[src/rtl/cpu_sequencer.sv]
// cpu_sequencer: instruction phase sequencer with run/step/halt, memory stalls, watchdog and retire counter
module cpu_sequencer #(
  parameter int TIMEOUT = 15,
  parameter int CNT_W = 16
) (
  input  logic             clk,
  input  logic             rst,
  input  logic             run,
  input  logic             step,
  input  logic             clr,
  input  logic             halt_req,
  input  logic             mem_rd,
  input  logic             mem_wr,
  input  logic             mem_ready,
  output logic [2:0]       phase,
  output logic             adv,
  output logic             busy,
  output logic             halted,
  output logic             err,
  output logic [CNT_W-1:0] instr_count
);
  typedef enum logic [1:0] {IDLE, RUN, STEP, HALTED} state_t;
  state_t state, state_n;
  logic [2:0] phase_n;
  logic [7:0] stall_cnt, stall_n;
  logic [CNT_W-1:0] cnt_n;
  logic err_n, stall, fault, halt_hit, wrap;
  assign busy = state == RUN || state == STEP;
  assign halted = state == HALTED;
  assign stall = busy && (mem_rd || mem_wr) && !mem_ready;
  assign adv = busy && !stall;
  assign fault = stall && stall_cnt == 8'(TIMEOUT - 1);
  assign halt_hit = adv && halt_req && phase == 3'd4;
  assign wrap = adv && phase == 3'd7;
  always_ff @(posedge clk) begin
    if (rst) begin
      state <= IDLE;
      phase <= '0;
      stall_cnt <= '0;
      err <= 1'b0;
      instr_count <= '0;
    end else begin
      state <= state_n;
      phase <= phase_n;
      stall_cnt <= stall_n;
      err <= err_n;
      instr_count <= cnt_n;
    end
  end
  // fault outranks halt, halt outranks wrap, wrap outranks plain advance
  always_comb begin
    state_n = state;
    phase_n = phase;
    err_n = err;
    cnt_n = instr_count;
    stall_n = stall ? stall_cnt + 8'd1 : 8'd0;
    case (state)
      IDLE: begin
        phase_n = 3'd0;
        state_n = run ? RUN : step ? STEP : IDLE;
      end
      RUN, STEP: begin
        if (fault) begin
          state_n = HALTED;
          err_n = 1'b1;
          phase_n = 3'd0;
          stall_n = 8'd0;
        end else if (halt_hit) begin
          state_n = HALTED;
          phase_n = 3'd0;
          cnt_n = instr_count + CNT_W'(1);
        end else if (wrap) begin
          phase_n = 3'd0;
          cnt_n = instr_count + CNT_W'(1);
          state_n = (state == RUN && run) ? RUN : IDLE;
        end else if (adv) begin
          phase_n = phase + 3'd1;
        end
      end
      default: begin
        phase_n = 3'd0;
        if (clr) begin
          state_n = IDLE;
          err_n = 1'b0;
        end
      end
    endcase
  end
endmodule

[config.mk]
export PLATFORM = sky130hd
export DESIGN_NAME = cpu_sequencer
export DESIGN_NICKNAME = d
export VERILOG_FILES = /design/src/rtl/cpu_sequencer.sv
export SDC_FILE = /design/constraint.sdc
export NUM_CORES = 1
export LEC_CHECK = 0
export CELL_PAD_IN_SITES_DETAIL_PLACEMENT = 0
export CELL_PAD_IN_SITES_GLOBAL_PLACEMENT = 2
export CORE_UTILIZATION = 30
export CTS_CLUSTER_SIZE = 28
export DETAILED_ROUTE_END_ITERATION = 8
export GPL_TIMING_DRIVEN = 0
export PLACE_DENSITY = 0.77
export SYNTH_ARGS = -nofsm -noshare
export SYNTH_HDL_FRONTEND = slang
export SYNTH_SLANG_ARGS = --single-unit
[constraint.sdc]
create_clock -name clk -period 2.2 [get_ports clk]
set_clock_uncertainty 0.1 [all_clocks]
set_input_delay 0.44 -clock clk [delete_from_list [all_inputs] [get_ports clk]]
set_output_delay 0.44 -clock clk [all_outputs]
set_load 0.01 [all_outputs]
# After elaboration in Yosys (flattened, before gate mapping)
# Cells that the tools add are included.
word_totals:
  reg_bits: 30
  inputBits: 9
  output_inout_bits: 23
classes:
  addsub: 3
  n_eq_ne: 8
  muxes: 16
  bitwise: 3
  n_reduce_logical: 21
ops:
  columns: ["operator", "n"]
  rows:
  - ["two-way mux 16 bit", 2]
  - ["two-way mux 8 bit", 3]
  - ["adder 16 x 1 -> 16 bit, second input constant", 1]
  - ["two-way mux 2 bit", 6]
  - ["adder 8 x 1 -> 8 bit, second input constant", 1]
  - ["== test 8 x 4 -> 1 bit, second input constant", 1]
  - ["logical AND 1 bit", 8]
  - ["== test 3 bit, second input constant", 2]
  - ["AND reduction 3 bit", 2]
  - ["OR reduction 5 bit", 1]
  - ["== test 2 bit, second input constant", 2]
  - ["!= test 4 bit, second input constant", 1]
  - ["one-hot mux 2 bit (2 select lines)", 1]
  - ["nonzero test 2 bit", 2]
  - ["adder 3 x 1 -> 3 bit, second input constant", 1]
  - ["two-way mux 1 bit", 3]
  - ["NOT 1 bit", 3]
  - ["nonzero test 3 bit", 1]
  - ["== test 2 x 1 -> 1 bit, second input constant", 1]
  - ["zero test 1 bit", 2]
  - ["zero test 2 bit", 1]
  - ["logical OR 1 bit", 2]
  - ["!= test 2 bit, second input constant", 1]
  - ["one-hot mux 1 bit (2 select lines)", 1]
  - ["other kinds (2)", 2]

# Longest topological paths before layout
# Gate-level depths: netlist of the first run.
logic_depth:
  ltp_word: 11
  mapped_depth: 7
  ltp_nobuf: 6

# Worst setup path after synthesis of the first run
# OpenSTA, ideal clock, no wires.
synth_timing:
  kind: "reg-to-reg"
  start: "register state[0]"
  end: "register instr_count[15]"
  arrival_time_ns: 1.796
  setup_slack_ns: 0.181
  path_stages_with_launch: 8
  path_cell_list: "dfxtp_1 -> inv_1 -> ha_1 -> buf_2 -> nand4_2 -> buf_6 -> nor4_1 -> mux2_1"
synth_between:
  elab_chain_cells: 10
  word_cells_on_any_way: 16
  cone_classes: "eq/ne: 2; mux: 1; bitwise: 1; reduce/logical: 12"
synth_lines:
  columns: ["element", "line_no", "source"]
  rows:
  - ["start: declaration", "23", "state_t state, state_n;"]
  - ["start signal: assignment", "43", "state <= state_n;"]
  - ["== test 2 x 1 -> 1 bit or == test 2 bit (tied branches)", "28", "assign busy = state == RUN || state == STEP;"]
  - ["logical OR 1 bit (*)", "28", null]
  - ["named net busy", "17", "output logic busy,"]
  - ["logical AND 1 bit (2 in a row)", "30", "assign stall = busy && (mem_rd || mem_wr) && !mem_ready;"]
  - ["zero test 1 bit", "31", "assign adv = busy && !stall;"]
  - ["logical AND 1 bit", "31", null]
  - ["logical AND 1 bit (2 in a row)", "33", "assign halt_hit = adv && halt_req && phase == 3'd4;"]
  - ["nonzero test 2 bit (no source line)", null, null]
  - ["AND reduction 3 bit (no source line)", null, null]
  - ["end signal: assignment", "47", "instr_count <= cnt_n;"]
  - ["end: declaration", "20", "output logic [CNT_W-1:0] instr_count"]
# The timed path passes the listed nets; every way through them passes the cells marked *.
# A chain may end at the register's enable or synchronous reset.

# Final worst setup path of the first run
layout_timing:
  start: "register state[0]"
  end: "output port adv"
layout_between:
  elab_chain_cells: 6
  word_cells_on_any_way: 7
  cone_classes: "eq/ne: 2; reduce/logical: 5"
layout_lines:
  columns: ["element", "line_no", "source"]
  rows:
  - ["== test 2 x 1 -> 1 bit or == test 2 bit (tied branches)", "28", null]
  - ["logical OR 1 bit (*)", "28", null]
  - ["logical AND 1 bit (2 in a row)", "30", null]
  - ["zero test 1 bit", "31", null]
  - ["logical AND 1 bit (*)", "31", null]
  - ["end: declaration", "16", "output logic adv,"]
# Every way passes the cells marked *; elsewhere a longest branch is shown, timed or not.

==> results of run 1 <==
where the power goes:
part           internal [uW]  switching (uW)  leakage [uW]
logic                    107             125      0.000476
clock network            217             199     0.0000383
registers                555            10.4      0.000243
layout make-up:
cell class	count	area (sq um)
sequential	30	603
multi-input combinational	131	901
inverter	11	41.3
timing repair buffer	32	317
clock buffer	7	76.3
tap	67	83.8
fill	503	2790
buffer	5	33.8
state kept, by name, summed over array words and instances (netlist names):
name / cells
err: 1
instr_count: 16
phase: 3
stall_cnt: 8
state: 2
per-stage QoR:
stage	util [%]	hold slack (ns)	setup WS, ns	TNS (ns)	area, sq um
after CTS	42.1	0.371	0.0106	0	2040
final	42.4	0.365	0.0545	0	2060
after floorplan	-	0.349	0.181	0	1550
after global routing	42.4	0.384	-0.0228	-0.0230	2060
after detailed placement	40.2	0.363	-0.357	-1.86	1950
after global placement	40.2	0.346	-0.319	-2.04	1950
logic make-up (layout without fill, tap and decap cells):
kind of cell / Yosys count / count (layout)
AOI/OAI and AO/OA: 33 / 33
xor gates and xnor gates: 10 / 10
adders and majority gates: 9 / 9
buffers and inverters: 16 / 55
DFF: 30 / 30
muxes: 6 / 6
and+or+nand+nor: 73 / 73
tightest hold or removal path, cell delays in order, from the launching register on:
cell     delay, ns
dfxtp_1       0.31
nand2_1       0.06
a21oi_1       0.05
final timing paths:
check / startpoint / to
worst min-delay path: err / err
worst min register to register: err / err
worst max-delay path: state[0] / adv
worst max register to register: phase[0] / instr_count[15]
cells in the final DEF (no fill, tap or decap), types with 3 or more instances in the layout:
master,n
xor2_1,7
nor3_1,5
nor2_1,16
inv_1,11
clkbuf_1,4
or3_1,5
a21oi_1,14
or4_1,8
clkbuf_8,5
xnor2_1,3
ha_1,9
nand2_1,8
o21ai_0,6
mux2i_1,5
nand3_1,8
clkdlybuf4s50_1,30
dfxtp_1,28
nand4_1,5
nand2b_1,3
and3_1,4
o31ai_1,7
layer usage:
layer / track usage (%) / up-vias / routed length (um)
li1: - / 712 / -
met1: 21.7 / 683 / 1810
met2: 23.1 / 32 / 1820
met3: 4.88 / 5 / 127
met4: 5.77 / 0 / 44
met5: 0 / - / 0
what timing repair did:
action                                  CTS  global route
setup buffers                             1             0
gates resized for setup                   5             3
endpoints found under the hold margin     0             0
endpoints found under the setup margin    2             2
pin swaps                                 1             0
hold buffers                              0             0
==> out/metrics.cfg, run 1 <==
[clock_tree]
clockBufferDepth = 2
clk_pin_slew_ns = 0.06
cts_sinks = 30
cts_tree = yes
cts_max_level = 2
cts_buffers = 5
insertion_delay_ns = 0.28
cts-root-buf = clkbuf_8

[routing]
routedWlPerCell_um = 13.5
avgViaCountPerCell = 5.06
drt_drc_violations_left = 0
vias = 1432
drtPass1Iterations = 4
drtIter0Drc = 115
ant_nets = 0
wl_um = 3810

[synthesis]
yosys.area_share.simple_pct = 26.2
synth_top_cell_by_area = dfxtp_1
syn_nets = 195
synth_top_family_by_area = simple AND/OR/NAND/NOR gates
async_reset_ff_share_pct = 0
synth_seq_cells = 30
synthMuxAreaShare_pct = 3.95
synthXorXnorAreaFrac_pct = 5.64
ys_seq_area_share_pct = 38.7
synthDistinctLibCells = 36
synth_area_sq_mm = 0.00155
synth.most_common_cell = dfxtp_1
syn_avg_cell_area_sq_um = 8.77
syn-instance-count = 177
synth_common_cells = 30 x dfxtp_1, 16 x nor2_1, 14 x a21oi_1
synthTopCellsByArea = dfxtp_1 39%, ha_1 7.3%, a21oi_1 4.5%, xor2_1 3.9%, nor2_1 3.9%
synth_top_area_share_pct = 38.7
synthAdderAreaFrac_pct = 7.25
synth_edf_count = 0
ys_warn_count = 0
synth-compound-area-share_pct = 13.9
synth_top_flop_cell = dfxtp_1

[layout]
syn2layout_area_growth_pct = 32.4
nets = 234
antenna_cells = 0
fin_cells = 283
final_layout_size_suffix_gt1_share_pct = 8.33

[placement]
hpwl_um = 2790
routabilityCongestion = 0.750
port_buffers = 31
dp_cells = 275

[critical_path]
worst-path-buf-inv = 4
worst_path_max_delay_cell = dfxtp_2
cp.depth = 6
crit_path_cell_trace = inv_1, ha_1, buf_6, nand2_2, inv_1, dlygate4sd2_1
crit_path_frequent_cell = inv_1
path_class = reg2out
crit_fanout = 10
cp_data_required_time_ns = 1.66
cp-end-kind = output pin
worstPathArrival_ns = 1.61
startpoint_type = flop
cp_top_family = buffers and inverters
r2r_slack_ns = 0.18
critPathMaxStageDelay_ns = 0.35
reg2reg_depth = 7

[floorplanning]
dieArea_sq_mm = 0.00547
ios = 32
die_h_um = 73.9
die_w_um = 73.9
rows = 25
core_area_sq_mm = 0.00485
initial_utilization_pct = 32.0

[timing]
tightest_slew_ns = 0.505
min_period_ns = 2.15
report.final.setup_viol = 0
fmax_mhz = 466
rsz0062_at_grt = yes
finalMaxSlewViolations = 0
slew_headroom_pct = 66.4
post-route-period-util_pct = 97.5
hold_viol = 0

[grt]
overflow = 0
track_usage_pct = 15.8
grt_pass1_vias = 1332
grt_start_max_net_pins = 11
grt_pass1_wl_um = 6400
antenna_found_initial = 0

[power]
leakage_uw = 0.000757
total_power_uw = 1210
vdd_ir_drop_max_uv = 484
power_density_mw_per_mm2 = 590

[hold_path]
hold_path.class = reg2reg
whs_path_depth = 2

[flow_run]
maxCapViolations = 0

[run_status]
outcome = finished, final reports clean

No activity file was read; power rests on OpenSTA's default activity.
==> run 2: changes to the inputs <==
--- a/config.mk
+++ b/config.mk
@@ -7,11 +7,12 @@
 export LEC_CHECK = 0
 export CELL_PAD_IN_SITES_DETAIL_PLACEMENT = 0
 export CELL_PAD_IN_SITES_GLOBAL_PLACEMENT = 2
-export CORE_UTILIZATION = 30
+export CORE_UTILIZATION = 31
+export CTS_BUF_LIST = sky130_fd_sc_hd__clkbuf_8
 export CTS_CLUSTER_SIZE = 28
 export DETAILED_ROUTE_END_ITERATION = 8
 export GPL_TIMING_DRIVEN = 0
-export PLACE_DENSITY = 0.77
+export PLACE_DENSITY = 0.8
 export SYNTH_ARGS = -nofsm -noshare
 export SYNTH_HDL_FRONTEND = slang
 export SYNTH_SLANG_ARGS = --single-unit
==> run 2 against run 1 <==
Core utilization up 1.3 points. Clock power rose by 25%. Combinational power is 3% higher. Cell count increased by 0.35%. Via count up 0.49%. Setup slack improved by 0.0020 ns. Die area shrank 3.1%. Design area is 1.8% higher. Critical endpoint is now instr_count[15]. Largest power group unchanged.
==> out/metrics.cfg, run 2 (synthesis results as in run 1) <==
[clock_tree]
clockBufferDepth = 2  ; unchanged
cts_sinks = 30  ; unchanged
cts-root-buf = clkbuf_8  ; unchanged
cts.hold.buffers_added = 0  ; unchanged
cts_buffers = 5  ; unchanged
cts_max_level = 2  ; unchanged
insertion_delay_ns = 0.28  ; about the same
cts_tree = yes  ; unchanged
clk_pin_slew_ns = 0.06  ; about the same

[power]
swShare_pct = 26.0  ; was 27.6%
vdd_ir_drop_max_uv = 390  ; was 484 uV
clock_power_share_pct = 39.1  ; was 34.3%
p_seq_share_pct = 42.8  ; was 46.6%
combPwrFrac_pct = 18.1  ; was 19.1%
power_density_mw_per_mm2 = 633  ; was 590 mW/mm^2
p_int_uw = 979  ; was 879 uW
leakage_uw = 0.000765  ; was 0.000757 uW
netSwitchingPower_uw = 344  ; was 334 uW

[critical_path]
worst_path_max_delay_cell = clkdlybuf4s50_1  ; was dfxtp_2
startpoint_type = input port  ; was flop
r2r_slack_ns = 0.18  ; about the same
reg2reg_depth = 7  ; unchanged
path_class = in2reg  ; was reg2out
crit_path_cell_trace = clkdlybuf4s50_1, o21bai_4, buf_4, nand4_2, buf_6, nor4_2, mux2_1  ; was inv_1, ha_1, buf_6, nand2_2, inv_1, dlygate4sd2_1
crit_fanout = 10  ; unchanged
worst-path-buf-inv = 3  ; was 4
cp.depth = 7  ; was 6
cp_top_family = buffers and inverters  ; unchanged
worstPathArrival_ns = 2.21  ; was 1.61 ns
cp-end-kind = flop  ; was output pin
critPathMaxStageDelay_ns = 0.46  ; was 0.35 ns
cp_data_required_time_ns = 2.26  ; was 1.66 ns

[run_status]
outcome = finished, final reports clean  ; unchanged

[grt]
track_usage_pct = 16.0  ; was 15.8%
grt_pass1_vias = 1414  ; was 1332
antenna_found_initial = 0  ; unchanged
overflow = 0  ; unchanged
grt_start_max_net_pins = 11  ; unchanged
grt_pass1_wl_um = 6440  ; was 6400 um

[layout]
fin_cells = 284  ; was 283
final_util_pct = 43.7  ; was 42.4%
largest-register = instr_count  ; unchanged
final_common_cell = clkdlybuf4s50_1  ; unchanged
final_cell_mix = 30 x clkdlybuf4s50_1, 28 x dfxtp_1, 16 x nor2_1  ; unchanged
fillers = 487  ; was 503
syn2layout_area_growth_pct = 34.7  ; was 32.4%
antenna_cells = 0  ; unchanged
top_regs = instr_count (16), stall_cnt (8), phase (3)  ; unchanged
nets = 234  ; unchanged
final_layout_size_suffix_gt1_share_pct = 10.1  ; was 8.33%
largest_register_ffs = 16  ; unchanged

[routing]
drtIter0Drc = 73  ; was 115
ant_nets = 0  ; unchanged
routedWlPerCell_um = 13.2  ; was 13.5 um
vias = 1439  ; was 1432
drt_drc_violations_left = 0  ; unchanged
avgViaCountPerCell = 5.07  ; was 5.06
wl_um = 3750  ; was 3810 um
drtPass1Iterations = 4  ; unchanged

[placement]
hpwl_um = 2840  ; was 2790 um
port_buffers = 31  ; unchanged
routabilityCongestion = 0.833  ; was 0.750
dp_cells = 275  ; unchanged

[timing]
min_period_ns = 2.14  ; was 2.15 ns
fmax_mhz = 467  ; was 466 MHz
slew_headroom_pct = 64.4  ; was 66.4%
post-route-period-util_pct = 97.4  ; was 97.5%
rsz0062_at_grt = no  ; was yes
whs_ns = 0.356  ; was 0.365 ns
hold_viol = 0  ; unchanged
tightest_slew_ns = 0.534  ; was 0.505 ns
report.final.setup_viol = 0  ; unchanged
finalMaxSlewViolations = 0  ; unchanged

[floorplanning]
rows = 25  ; unchanged
initial_utilization_pct = 32.4  ; was 32.0%
ios = 32  ; unchanged
dieArea_sq_mm = 0.00530  ; was 0.00547 sq mm
die_w_um = 72.8  ; was 73.9 um
core_area_sq_mm = 0.00479  ; was 0.00485 sq mm
die_h_um = 72.8  ; was 73.9 um

[hold_path]
whs_path_depth = 2  ; unchanged
hold_path.class = reg2reg  ; unchanged

[flow_run]
maxCapViolations = 0  ; unchanged

run 2: cell count changes in the layout (fill, tap and decap cells not counted), sizes merged:
| cell | change |
|---|---|
| clkbuf | +1 |
run 2: layer usage:
layer  vias up  track usage, %  wire, um  part of all wire, %
met1       696            18.8      1710                   46
li1        721               -         -                    -
met4         0            7.63        52                  1.4
met3         5            3.73       101                  2.7
met5         -               0         0                    0
met2        17            27.5      1890                   50
run 2: tightest hold or removal path: cells and delay by family, from the launching register on:
family          cells  cell delay (ns)
flops               1             0.31
simple gates        1             0.05
compound gates      1             0.05
run 2: power groups by stage:
stage	logic (uW)	registers (uW)	clock network, uW
2_1_floorplan	146	574	0
3_3_place_gp	218	575	0
3_5_place_dp	222	577	0
4_1_cts	235	566	533
5_1_grt	259	568	556
6_report	239	566	518
run 2: metrics by stage:
stage	TNS, ns	setup slack, ns	cell area, sq um	total power (uW)
after floorplan	0	0.181	1550	720
after global placement	-1.86	-0.316	1950	793
after detailed placement	-1.97	-0.317	1950	799
after CTS	0	0.0535	2070	1330
after global routing	0	0.00550	2090	1380
final	0	0.0565	2090	1320
run 2: layout make-up:
| class | instances | area, sq um | area share (%) |
|---|---|---|---|
| multi-input combinational | 131 | 903 | 43.2 |
| sequential | 30 | 603 | 28.8 |
| timing repair buffer | 32 | 317 | 15.1 |
| clock buffer | 8 | 110 | 5.26 |
| tap | 67 | 83.8 | 4.01 |
| inverter | 11 | 41.3 | 1.97 |
| buffer | 5 | 33.8 | 1.61 |
run 2: final timing paths:
| path | to | startpoint |
|---|---|---|
| worst max-delay path | instr_count[15] | mem_rd |
| worst min-delay path | err | err |
| worst max register to register | instr_count[15] | phase[1] |
| worst min register to register | err | err |
run 2: timing repair:
| action | CTS | global route |
|---|---|---|
| endpoints found under the hold margin | 0 | 0 |
| setup buffers | 1 | 0 |
| pin swaps | 1 | 0 |
| setup endpoints to repair | 1 | 3 |
| resized for setup | 6 | 3 |
